`config.mk`:
```
export PLATFORM = sky130hd
export DESIGN_NAME = axis_pattern_gen
export DESIGN_NICKNAME = d
export VERILOG_FILES = /design/src/rtl/axi_xdma_st_pkg.sv /design/src/rtl/axis_pattern_lanes.sv /design/src/rtl/axis_pattern_gen.sv
export SDC_FILE = /design/constraint.sdc
export NUM_CORES = 1
export LEC_CHECK = 0
export ABC_AREA = 1
export CAP_MARGIN = 20
export CORE_MARGIN = 5
export CORE_UTILIZATION = 52
export DETAILED_ROUTE_END_ITERATION = 16
export GPL_TIMING_DRIVEN = 0
export PLACE_DENSITY = 0.9
export SYNTH_ARGS = -nofsm -noshare
export SYNTH_HDL_FRONTEND = slang
export SYNTH_HIERARCHICAL = 1
export SYNTH_SLANG_ARGS = --single-unit
export TNS_END_PERCENT = 5
```
`constraint.sdc`:
```
create_clock -name axi_clk -period 2.45 [get_ports axi_clk]
set_clock_uncertainty 0.05 [all_clocks]
set_input_delay 0.245 -clock axi_clk [delete_from_list [all_inputs] [get_ports axi_clk]]
set_output_delay 0.245 -clock axi_clk [all_outputs]
set_load 0.05 [all_outputs]
```
`src/rtl/axi_xdma_st_pkg.sv`:
```
// rtl/axi_xdma_st_pkg.sv - shared constants and types for the C2H pattern source
package axi_xdma_st_pkg;

    // config_reg0 field positions
    localparam int EN_BIT   = 0;
    localparam int CONT_BIT = 1;
    localparam int GAP_LSB  = 8;
    localparam int GAP_MSB  = 15;

    typedef enum logic [1:0] {
        IDLE,
        LOAD,
        STREAM,
        GAP
    } state_t;

    // Number of 32-bit pattern lanes in one beat
    function automatic int lanes_of(input int data_w);
        return data_w / 32;
    endfunction

endpackage

```
`src/rtl/axis_pattern_lanes.sv`:
```
// rtl/axis_pattern_lanes.sv - expands one base word into LANES consecutive 32-bit words
module axis_pattern_lanes #(
    parameter int LANES = 2
) (
    input  logic [31:0]         base_i,
    output logic [LANES*32-1:0] data_o
);

    // lane k carries base + k, wrapping modulo 2^32
    always_comb begin
        data_o = '0;
        for (int k = 0; k < LANES; k++) begin
            data_o[32*k +: 32] = base_i + 32'(k);
        end
    end

endmodule

```
`src/rtl/axis_pattern_gen.sv`:
```
// rtl/axis_pattern_gen.sv - AXI4-Stream incrementing-word packet source for the C2H port
module axis_pattern_gen
    import axi_xdma_st_pkg::*;
#(
    parameter int DATA_W = 64,
    parameter int LEN_W  = 16,
    parameter int CNT_W  = 32
) (
    input  logic                axi_clk,
    input  logic                axi_rst,
    input  logic [31:0]         config_reg0,
    input  logic [31:0]         config_reg1,
    input  logic [31:0]         config_reg2,
    output logic [DATA_W-1:0]   m_axis_tdata,
    output logic [DATA_W/8-1:0] m_axis_tkeep,
    output logic                m_axis_tlast,
    output logic                m_axis_tvalid,
    input  logic                m_axis_tready,
    output logic                busy,
    output logic                len_err,
    output logic [CNT_W-1:0]    pkt_count
);

    localparam int LANES = lanes_of(DATA_W);
    localparam int GAP_W = GAP_MSB - GAP_LSB + 1;

    state_t             state_q, state_d;
    logic               en_q, en_qq;
    logic [31:0]        word_q, word_d;
    logic [LEN_W-1:0]   len_q, len_d;
    logic [LEN_W-1:0]   beat_q, beat_d;
    logic [GAP_W-1:0]   gap_q, gap_d;
    logic [GAP_W-1:0]   gap_cnt_q, gap_cnt_d;
    logic               mode_q, mode_d;
    logic [CNT_W-1:0]   pkt_count_q, pkt_count_d;
    logic               len_err_q, len_err_d;
    logic               start, valid, accept, last_beat, keep_going;
    logic [DATA_W-1:0]  lanes_data;
    logic               unused_cfg;

    assign unused_cfg = ^{config_reg0[31:GAP_MSB+1], config_reg0[GAP_LSB-1:CONT_BIT+1],
                          config_reg1[31:LEN_W]};

    assign start      = en_q & ~en_qq;
    assign valid      = (state_q == STREAM);
    assign accept     = valid & m_axis_tready;
    assign last_beat  = (beat_q == len_q - LEN_W'(1));
    assign keep_going = mode_q & en_q;

    axis_pattern_lanes #(.LANES(LANES)) u_lanes (
        .base_i (word_q),
        .data_o (lanes_data)
    );

    // Registered enable plus its delayed copy for rising-edge detection
    always_ff @(posedge axi_clk) begin
        if (axi_rst) begin
            en_q  <= 1'b0;
            en_qq <= 1'b0;
        end else begin
            en_q  <= config_reg0[EN_BIT];
            en_qq <= en_q;
        end
    end

    // Next-state logic: the LOAD cycle doubles as the last gap cycle, so GAP lasts gap-1 cycles
    always_comb begin
        state_d     = state_q;
        word_d      = word_q;
        len_d       = len_q;
        beat_d      = beat_q;
        gap_d       = gap_q;
        gap_cnt_d   = gap_cnt_q;
        mode_d      = mode_q;
        pkt_count_d = pkt_count_q;
        len_err_d   = len_err_q;
        case (state_q)
            IDLE: begin
                if (start) begin
                    word_d      = config_reg2;
                    pkt_count_d = '0;
                    len_err_d   = 1'b0;
                    state_d     = LOAD;
                end
            end
            LOAD: begin
                len_d  = config_reg1[LEN_W-1:0];
                gap_d  = config_reg0[GAP_MSB:GAP_LSB];
                mode_d = config_reg0[CONT_BIT];
                beat_d = '0;
                if (!en_q) begin
                    state_d = IDLE;
                end else if (len_d == '0) begin
                    len_err_d = 1'b1;
                    state_d   = IDLE;
                end else begin
                    state_d = STREAM;
                end
            end
            STREAM: begin
                if (accept) begin
                    word_d = word_q + 32'(LANES);
                    if (last_beat) begin
                        beat_d      = '0;
                        pkt_count_d = pkt_count_q + CNT_W'(1);
                        if (gap_q > GAP_W'(1)) begin
                            gap_cnt_d = gap_q - GAP_W'(2);
                            state_d   = GAP;
                        end else begin
                            state_d = keep_going ? LOAD : IDLE;
                        end
                    end else begin
                        beat_d = beat_q + LEN_W'(1);
                    end
                end
            end
            GAP: begin
                if (!en_q) begin
                    state_d = IDLE;
                end else if (gap_cnt_q == '0) begin
                    state_d = keep_going ? LOAD : IDLE;
                end else begin
                    gap_cnt_d = gap_cnt_q - GAP_W'(1);
                end
            end
            default: state_d = IDLE;
        endcase
        if (!en_q) begin
            len_err_d = 1'b0;
        end
    end

    // State and datapath registers
    always_ff @(posedge axi_clk) begin
        if (axi_rst) begin
            state_q     <= IDLE;
            word_q      <= '0;
            len_q       <= '0;
            beat_q      <= '0;
            gap_q       <= '0;
            gap_cnt_q   <= '0;
            mode_q      <= 1'b0;
            pkt_count_q <= '0;
            len_err_q   <= 1'b0;
        end else begin
            state_q     <= state_d;
            word_q      <= word_d;
            len_q       <= len_d;
            beat_q      <= beat_d;
            gap_q       <= gap_d;
            gap_cnt_q   <= gap_cnt_d;
            mode_q      <= mode_d;
            pkt_count_q <= pkt_count_d;
            len_err_q   <= len_err_d;
        end
    end

    assign m_axis_tvalid = valid;
    assign m_axis_tdata  = valid ? lanes_data : '0;
    assign m_axis_tkeep  = {(DATA_W/8){valid}};
    assign m_axis_tlast  = valid & last_beat;
    assign busy          = (state_q != IDLE);
    assign len_err       = len_err_q;
    assign pkt_count     = pkt_count_q;

endmodule

```
* Word-level counts from Yosys, hierarchy flattened
Cells that the tools add are included.
Storage, ports and cells: flip-flop bits (word level) 118
Operators by class: magnitude comparators 1, muxes and demuxes 30, reduce and logical (&&, ||, !) cells 15, add/subtract/negate cells 7, eq/ne operators 12, bitwise logic cells 6
Operators with widths (count):
- 32-bit two-way mux | 5
- 32-bit case mux with 2 select lines | 2
- 32-bit by 1-bit adder with 32-bit output, second input constant | 2
- 64-bit two-way mux | 1
- 8-bit two-way mux | 5
- 32-bit by 2-bit adder with 32-bit output, second input constant | 1
- 16-bit two-way mux | 2
- 16-bit case mux with 2 select lines | 1
- 16-bit by 1-bit adder with 16-bit output, second input constant | 1
- 16-bit == test | 1
- 16-bit zero test | 1
- 2-bit two-way mux | 8
- 8-bit case mux with 2 select lines | 1
- 16-bit by 1-bit subtractor with 16-bit output, second input constant | 1
- 2-bit nonzero test | 5
- 8-bit by 1-bit greater-than comparator with 1-bit output, second input constant | 1
- 8-bit zero test | 1
- 2-bit != test, second input constant | 4
- 2-bit case mux with 4 select lines | 1
- 4-bit AND reduction | 2
- 8-bit by 1-bit subtractor with 8-bit output, second input constant | 1
- 8-bit by 2-bit subtractor with 8-bit output, second input constant | 1
- 2-bit by 1-bit != test with 1-bit output, second input constant | 3
- 3-bit AND reduction | 2
- other kinds (11) | 18

* Logic depth before layout (Yosys ltp)
depth after elaboration 6, depth in mapped cells 18, gate-level depth less buffers 17

* Modules after synthesis
The synthesis kept the hierarchy.
Modules (own cells, without submodules):
- axis_pattern_gen | cells each 1275, area an instance 7833.8 sq um, times used 1
- axis_pattern_lanes | cells each 224, area an instance 1184.9 sq um, times used 1

* Least setup slack after synthesis
No wires, ideal clock.
path kind register to register, from register len_q[0], to register pkt_count_q[1] (netlist: pkt_count[1]), cell stages (with the launch flop) 13, arrival time 2.275 ns, setup slack 0.055 ns, path through dfxtp_1 inv_1 ha_1 xnor2_1 nor2_1 nand3_1 nor2_1 nand3_1 nor2_1 nand2_2 nor2_1 nand3_1 a21oi_1
Between the ends: cells in the longest elaborated chain, start to end 4
Ends and longest elaborated chain:
- start: declaration | line axis_pattern_gen.sv:30 | logic [LEN_W-1:0] len_q, len_d;
- start signal: assignment | line axis_pattern_gen.sv:148 | len_q <= len_d;
- 16-bit by 1-bit subtractor with 16-bit output | line axis_pattern_gen.sv:47 | assign last_beat = (beat_q == len_q - LEN_W'(1));
- 16-bit == test | line axis_pattern_gen.sv:47
- 2-bit by 1-bit != test with 1-bit output (no source line)
- 4-bit AND reduction (no source line)
- end signal: assignment | line axis_pattern_gen.sv:153 | pkt_count_q <= pkt_count_d;
- end: declaration | line axis_pattern_gen.sv:35 | logic [CNT_W-1:0] pkt_count_q, pkt_count_d;
Every way passes these cells. A chain may end at the register's enable or synchronous reset.

* Worst setup path in the final report
from register len_q[3], to output port m_axis_tlast
Between the ends: cells in the longest elaborated chain, start to end 3
Ends and longest elaborated chain:
- 16-bit by 1-bit subtractor with 16-bit output | line axis_pattern_gen.sv:47
- 16-bit == test | line axis_pattern_gen.sv:47
- 1-bit AND | line axis_pattern_gen.sv:161 | assign m_axis_tlast = valid & last_beat;
- end: declaration | line axis_pattern_gen.sv:16 | output logic m_axis_tlast,
Every way passes these cells.

==> metrics <==
status=complete, but fails checks; failing checks=negative setup slack; vias per inst=5.449; die width=141.7 µm; port buffer count=168; clock tree buffer depth=2; CTS Hold Bufs=0; crit path kind=reg -> out; Pwr per Cell Area=906.0 mW/mm²; vias in the first global route=9932; Mapped Nets=between 1500 and 2000; Final Max Tran Viols=0; gpl congestion=approximately 0.96; RSZ-0062 raised after global routing=yes; Critical Path Source=len_q[3]; Hold Crit Start=config_reg0[0]; die footprint=0.02008 mm²; Gate power share=0.466; Placed Area=0.01098 mm²; Crit. End Element=output pin; maxcap violations=0; 1st-iter DRT viols=1051; Sw Ratio=0.4488; Mean Syn Cell Area=6.016 µm²; Int Power=0.005846 W; CORE AREA=0.01718 mm²; final setup vio count=1; Least-Margin Pin Slew=691.6 ps; gate count after technology mapping=approximately 1500; Initial Utilization=0.5251; CTS tree=done; worst-skew pair later-pin latency=roughly 430 ps; Hold Fails Final Rpt=0; largest net degree at the start of global routing=19; post-layout min period=2461 ps; fmax=406.3 MHz; Worst-path clk slew=roughly 60 ps; Cell variety after synth=40; NumNets Final=1800; register area share after synthesis=0.2619; Finished Cell Area=~0.012 mm²; share of cells above drive strength 1=0.1577; GRT Max-Usage Layer=met2; total chip power=0.01061 W; H-tree lvl count=4; Hold Path Class=in -> reg; commonest non-fill, non-tap cell in the layout=nand2_1; Die Y=141.7 µm; final setup margin=-11.46 ps; Rows=48; peak supply drop=0.5858 mV; CP required=around 2200 ps; Post-DRT Antenna Nets=0; Synth Warn #=6; GRT overflow=0; total CTS buffers=17; met3 Usage GRT=0.05932; final wirelength=between 30000 and 40000 µm; Total Routing Usage GR=0.2970; Worst Setup Start Kind=register; dpl hpwl=22390 µm; Syn Std Cell Area=0.009019 mm²; Slew headroom=0.5390; Leak Pwr=4.805 nW; Avg WL per Cell=15.78 µm; DRC=0; Critical R2R Launch=len_q[3]; switching pwr=~0.0048 W; FF+latch count, synth=between 100 and 150; Root Driver=clkbuf_16; final period utilization=1.005; sequential share of power=0.266; Final Util=0.6815; first-pass GRT wire length=48580 µm; initial antenna violation count=2; CP max FO=6; DRT Pass-1 Iters=6; crit path DAT=between 2000 and 2500 ps; commonest cells after routing, fill and taps aside=nand2_1 (332), nor2_1 (272), inv_1 (179); P&R area growth vs syn=29.80%; grt met2 use=0.4938; met1 Use GR=0.3734; IO Pins=207; Clock power frac=0.269; vias after detailed routing=10530; Clock Sinks=118
-- layout make-up --
class	count	area [µm²]
fill	1469	5470
tap	225	281.5
clock buffer	17	425.4
inverter	184	694.4
antenna	1	2.502
timing repair buffer	175	1565
multi-input combinational	1103	5525
sequential	118	2407
clock inverter	15	241.5
buffer	94	563.0
-- Yosys cell counts (all sizes together) --
cell type  count  area [µm²]
xor2          57       506.7
o22ai          3       18.77
clkinv         2       7.510
a21oi         85       425.4
nand4         36       225.2
o211ai         4       30.03
a21boi         1       7.510
nor3          22       120.1
and2           2       12.51
nand3b        12       90.09
nand3         78       395.4
a31oi          8       50.05
ha             8       100.1
nor2         302        1245
xnor2         34       297.8
o21ai         79       395.4
or2            4       25.02
clkbuf        39       146.4
a211oi         3       22.52
nor3b          4       35.03
nor4          11       68.82
a21o           1       7.510
buf           55       389.1
nand2        348        1344
inv          182       683.2
o31ai          1       7.510
dfxtp        118        2362
-- per-layer routing --
layer	vias to the layer above	wire length [µm]
li1	5094	-
met1	4771	12300
met2	570	14370
met3	91	2754
met4	2	1062
met5	-	14
-- logic make-up after synthesis --
family	share of synthesized area
and+or+nand+nor	0.3948
AOI/OAI and AO/OA	0.1070
xor gates and xnor gates	0.08921
buffers and inverters	0.1360
adders and majority gates	0.01110
DFF	0.2619
-- per-stage QoR --
| stage | hold WS [ps] | TNS (ps) | std cells | worst slack, ps |
|---|---|---|---|---|
| after global routing | 292.0 | -2670 | 1932 | -150.2 |
| after CTS | 274.7 | -411.2 | 1929 | -47.76 |
| after detailed placement | 424.7 | -32370 | 1892 | -891.0 |
| after floorplan | 275.6 | 0 | 1499 | 54.79 |
| final | 280.0 | -11.46 | 1932 | -11.46 |
| after global placement | 413.2 | -28820 | 1892 | -849.5 |
-- sequential cells by signal, summed over array words and instances (netlist names), 2 cells and up --
signal	cells
beat_q	16
len_q	16
word_q	32
state_q	2
gap_q	8
gap_cnt_q	8
pkt_count	32
-- worst max-delay path, stage by stage, from the launching register on --
cell     delay (ps)
dfxtp_2         360
nor2_2          140
nand2_1         110
nor2_4          190
nand2_1          90
nand2_1          80
nand2_1          60
nor2_1           90
nand2_1          60
nor2_1          110
nand2_2         110
nor2_4          160
buf_8           170
-- final timing paths --
| check | end | cells past startpoint | slack [ps] |
|---|---|---|---|
| setup / recovery | m_axis_tlast | 12 | -10 |
| hold reg to reg | gap_cnt_q[5] | 2 | 430 |
| hold / removal | en_q | 3 | 280 |
| setup reg to reg | pkt_count[7] | 16 | 90 |
-- power groups by stage --
stage	Clock (W)	Sequential (W)	Combinational (W)
5_1_grt	0.00295	0.00286	0.00541
3_3_place_gp	0	0.00275	0.00457
2_1_floorplan	0	0.00261	0.00348
6_report	0.00285	0.00282	0.00494
4_1_cts	0.00284	0.00274	0.00473
3_5_place_dp	0	0.00277	0.00465
-- what timing repair did --
| action | 4_1_cts | 5_1_grt |
|---|---|---|
| gates resized for setup | 400 | 126 |
| setup buffers | 5 | 2 |
| pin swaps | 10 | 13 |
| endpoints found under the setup margin | 80 | 129 |
(Power assumes the default switching activity.)
==> patch 1, RTL diff (config.mk and constraints unchanged) <==
Take the reset off `word_q` and load it in a clocked block of its own.
--- a/src/rtl/axis_pattern_gen.sv
+++ b/src/rtl/axis_pattern_gen.sv
@@ -134,7 +134,6 @@
     always_ff @(posedge axi_clk) begin
         if (axi_rst) begin
             state_q     <= IDLE;
-            word_q      <= '0;
             len_q       <= '0;
             beat_q      <= '0;
             gap_q       <= '0;
@@ -144,7 +143,6 @@
             len_err_q   <= 1'b0;
         end else begin
             state_q     <= state_d;
-            word_q      <= word_d;
             len_q       <= len_d;
             beat_q      <= beat_d;
             gap_q       <= gap_d;
@@ -153,6 +151,10 @@
             pkt_count_q <= pkt_count_d;
             len_err_q   <= len_err_d;
         end
+    end
+
+    always_ff @(posedge axi_clk) begin
+        word_q <= word_d;
     end
 
     assign m_axis_tvalid = valid;
Check against the original RTL: no difference found for any inputs over 4 cycles, from zero or initial values and one cycle with axi_rst high; that may be too few to reach the edited logic, so the function may still have changed.
==> patch 1 against the unedited design <==
The run still ends with setup timing left. Wire length fell by 7.1%. Total power rose by 8.8%. Setup slack got worse by 0.056 ns. Core utilization rose by 1.3 points. Critical path type unchanged. Maximum frequency fell by 2.2%. Highest routed layer is now met4. Area after synthesis fell by 0.51%. Sequential cell count did not move. Final area rose by 1.6%.
==> patch 1: results <==
status:
  status: "finished with violations"
  violations: "setup timing"
yosys:
  synth_area_leaders: "dfxtp_1 19%, nand2_1 15%, edfxtp_1 11%, nor2_1 11%, inv_1 6.8%"
  syn_nets: 1528
  synth_commonest_cells: "368 x nand2_1, 252 x nor2_1, 163 x inv_1, 86 x dfxtp_1, 72 x nand3_1"
  ys_types: 41
  synth_enable_flop_cells: 32
  syn_inst: 1421
setup_path:
  path_max_fanout: 3
  arrival_ns: 2.22
  critPathSlowestCell: "dfxtp_4"
final_layout:
  diodes: 0
  postLayoutCoreUtil: 0.695
  n_clock_buffer: 19
  sh_seq_area: 0.227
  nonClkBufAreaFrac: 0.193
  drive_above_1_share: 0.180
  fill_cells: 1401
timing:
  tns_ns: -0.0676
  setup_slack_ns: -0.0676
  setup_viol: 1
global_route:
  use_met1: 0.336
  grtUsageTotal: 0.270
  gr-usage-met2: 0.474
  use_met3: 0.0492
  antenna_found_initial: 0
  grt_pass1_wl_um: 44700
route:
  vias: 9942
  wl_per_cell_um: 15.1
  viasPerCell: 5.28
placement:
  placed_cells: 1813
  placed_cell_area_sq_um: 10900
pwr:
  ir_worst_vdd_uv: 687
-- patch 1: cell types whose count changed in the layout (fill, tap and decap cells not counted), moves of 23 or more --
cell and change:
nand2_1 +30, buf_2 +23, nor2_1 -50, o21ai_0 -25, dfxtp_2 -27, a21oi_1 -25, edfxtp_1 +32
-- patch 1: per-layer routing --
metal,up-vias,part of all wire
met5,-,0
met4,0,0.028
met3,79,0.077
met2,444,0.49
met1,4515,0.40
li1,4904,-
-- patch 1: logic make-up (layout without fill, tap and decap cells) --
logic type	after synthesis	in the layout	synth area share
compound gates	126	126	0.0722
xor+xnor	97	97	0.0955
fa+ha+maj	8	8	0.0112
buf+inv	250	486	0.125
flops	118	118	0.299
simple gates	822	822	0.398
-- patch 1: where the power goes --
group	switching, mW	leakage, nW	internal, mW
sequential	0.491	0.999	2.41
combinational	4.07	4.07	2.21
clock	0.983	0.280	1.38
total	5.54	5.34	6.00
-- patch 1: worst paths after layout --
kind / cells after the start / from / slack (ns) / end
setup / recovery: 11 / len_q[0] / -0.07 / m_axis_tlast
setup reg to reg: 12 / word_q[1] / 0.01 / word_q[30]
hold / removal: 2 / axi_rst / 0.17 / en_qq
hold reg to reg: 2 / gap_cnt_q[0] / 0.43 / gap_cnt_q[0]
-- patch 1: what timing repair did --
action | in CTS | in global routing
setup endpoints to repair | 127 | 172
hold endpoints to repair | 0 | 0
pin swaps | 3 | 21
gates resized for setup | 402 | 123
setup buffers | 12 | 25
-- patch 1: critical path, delay by kind of cell (launching register included) --
kind / cells / cell delay (ns)
buffers and inverters: 2 / 0.30
flip-flops: 1 / 0.36
AND/OR/NAND/NOR: 8 / 0.98
adder cells (fa/ha/maj): 1 / 0.15
==> patch 2, RTL diff (same settings) <==
Without the edit above. The package constant `EN_BIT` goes from 0 to 1.
--- a/src/rtl/axi_xdma_st_pkg.sv
+++ b/src/rtl/axi_xdma_st_pkg.sv
@@ -2,7 +2,7 @@
 package axi_xdma_st_pkg;
 
     // config_reg0 field positions
-    localparam int EN_BIT   = 0;
+    localparam int EN_BIT   = 1;
     localparam int CONT_BIT = 1;
     localparam int GAP_LSB  = 8;
     localparam int GAP_MSB  = 15;
Check against the original RTL: not equivalent (a bounded check fails within 4 cycles, from zero or initial values and one cycle with axi_rst high).
==> patch 2 against the unedited design <==
The run still ends with setup timing left. Total power is 3.4% higher. Area after synthesis is 2.1% higher. Final area is 2.8% higher. Synthesized cell count is 1.4% higher. Maximum frequency is 4.7% lower. Sequential share of layout area is 0.56 points lower. Core utilization is 1.2 points higher. Setup slack worse by 0.12 ns. Cell count is 0.98% higher. Wire length is 1.4% higher. Sequential cell count stayed put. Non-clock buffer count is 4 lower. Critical path type unchanged. Largest cell class unchanged. Largest power group unchanged.
==> patch 2: results <==
status:
  status: "finished with violations"
  violations: "setup timing"
global_route:
  use_met1: 0.369
  gr-usage-met2: 0.483
  grt_pass1_vias: 10051
  grt_pass1_wl_um: 48800
  grtUsageTotal: 0.293
  grt_max_degree: 19
  antenna_found_initial: 1
placement:
  gp_congestion: 0.990
  placed_cell_area_sq_um: 11200
  dpl.hpwl_um: 22800
  place_worst_setup_slack_ns: -0.995
  placed_cells: 1911
  portBuffers: 166
final_layout:
  nNonClkInverters: 192
  final_cells: 1951
  drive_above_1_share: 0.191
  n_clock_buffer: 21
  nonClkBufAreaFrac: 0.187
  multi_input_area_sq_um: 5750
  fill_cells: 1431
  nNetsFinal: 1822
  clkCellAreaFrac: 0.0508
  diodes: 0
  nonClockBufferCount: 265
  postLayoutCoreUtil: 0.694
  stdcell_area_sq_um: 12000
  sh_seq_area: 0.200
route:
  finalWirelength_um: 30900
  vias: 10564
  routed-wl-met3_um: 2870
  met1_length_um: 12600
  met2_length_um: 14400
  drt-initial-drc-count: 960
yosys:
  syn_nets: 1627
  syn_inst: 1520
  synth_commonest_cells: "355 x nand2_1, 278 x nor2_1, 186 x inv_1, 118 x dfxtp_1, 83 x o21ai_0"
  ys_types: 47
  synth_area_leaders: "dfxtp_1 26%, nand2_1 14%, nor2_1 11%, inv_1 7.6%, xor2_1 5.9%"
  synth-seq-area-share: 0.257
hold_path:
  hold_path_startpoint: "axi_rst"
  holdPathEnd: "en_qq"
  whs_path_depth: 2
timing:
  setup_viol: 1
  setup_slack_ns: -0.132
  hold_ws_ns: 0.174
  worst-slew-pin-transition_ns: 0.758
  tns_ns: -0.132
setup_path:
  path_max_fanout: 4
  crit_path_max_incr_delay_ns: 0.33
  rr_startpoint: "len_q[0]"
  rr_endpoint: "gap_cnt_q[5]"
  arrival_ns: 2.29
  r2r_slack_ns: 0.05
pwr:
  switching_power_mw: 4.97
  p_leak_nw: 4.81
  ir_worst_vdd_uv: 644
clock_network:
  clock_latency_ns: 0.43
  cts_buffer_depth: 2
==> patch 2: worst register-to-register path, stage by stage, from the launching register on <==
cell and delay, ns:
dfxtp_2 0.33, inv_4 0.07, ha_4 0.16, nand2_2 0.10, nor2_4 0.15, nand2_1 0.08, nand2_1 0.07, o21ai_1 0.07
nor2_2 0.15, nand3_4 0.15, buf_4 0.18, o21bai_4 0.18, buf_12 0.15, nand3_2 0.09, buf_6 0.16, nand2_1 0.06
a21oi_1 0.05
==> patch 2: logic make-up (layout without fill, tap and decap cells) <==
group                      Yosys count  after routing  synth area share
and+or+nand+nor                    833            833             0.397
AOI/OAI and AO/OA                  194            194             0.118
DFF                                118            118             0.257
xor gates and xnor gates            86             86            0.0826
buffers and inverters              281            487             0.135
adders and majority gates            8              8            0.0109
==> patch 2: timing repair <==
item / in CTS / in global routing
resized for setup: 458 / 98
endpoints found under the setup margin: 105 / 142
pin swaps: 6 / 12
hold buffers: 0 / 0
setup buffers: 3 / 7
==> patch 2: how the worst max path moves through the flow <==
stage               startpoint          endpoint  slack (ns)  cells after the start
global placement    state_q[1]  m_axis_tdata[30]       -0.93                      8
detailed placement  state_q[1]  m_axis_tdata[32]       -0.99                      8
finish                len_q[0]      m_axis_tlast       -0.13                     11
CTS                   len_q[5]      m_axis_tlast        -0.1                     10
global route          len_q[7]      m_axis_tlast       -0.22                     10
floorplan             len_q[0]      pkt_count[0]        0.05                     14
==> patch 2: power groups by stage <==
stage,Combinational [mW],Sequential [mW],Clock [mW]
global route,5.95,2.93,2.72
detailed placement,4.98,2.84,0
global placement,4.86,2.83,0
CTS,5.11,2.81,2.64
finish,5.44,2.89,2.64
floorplan,3.81,2.66,0
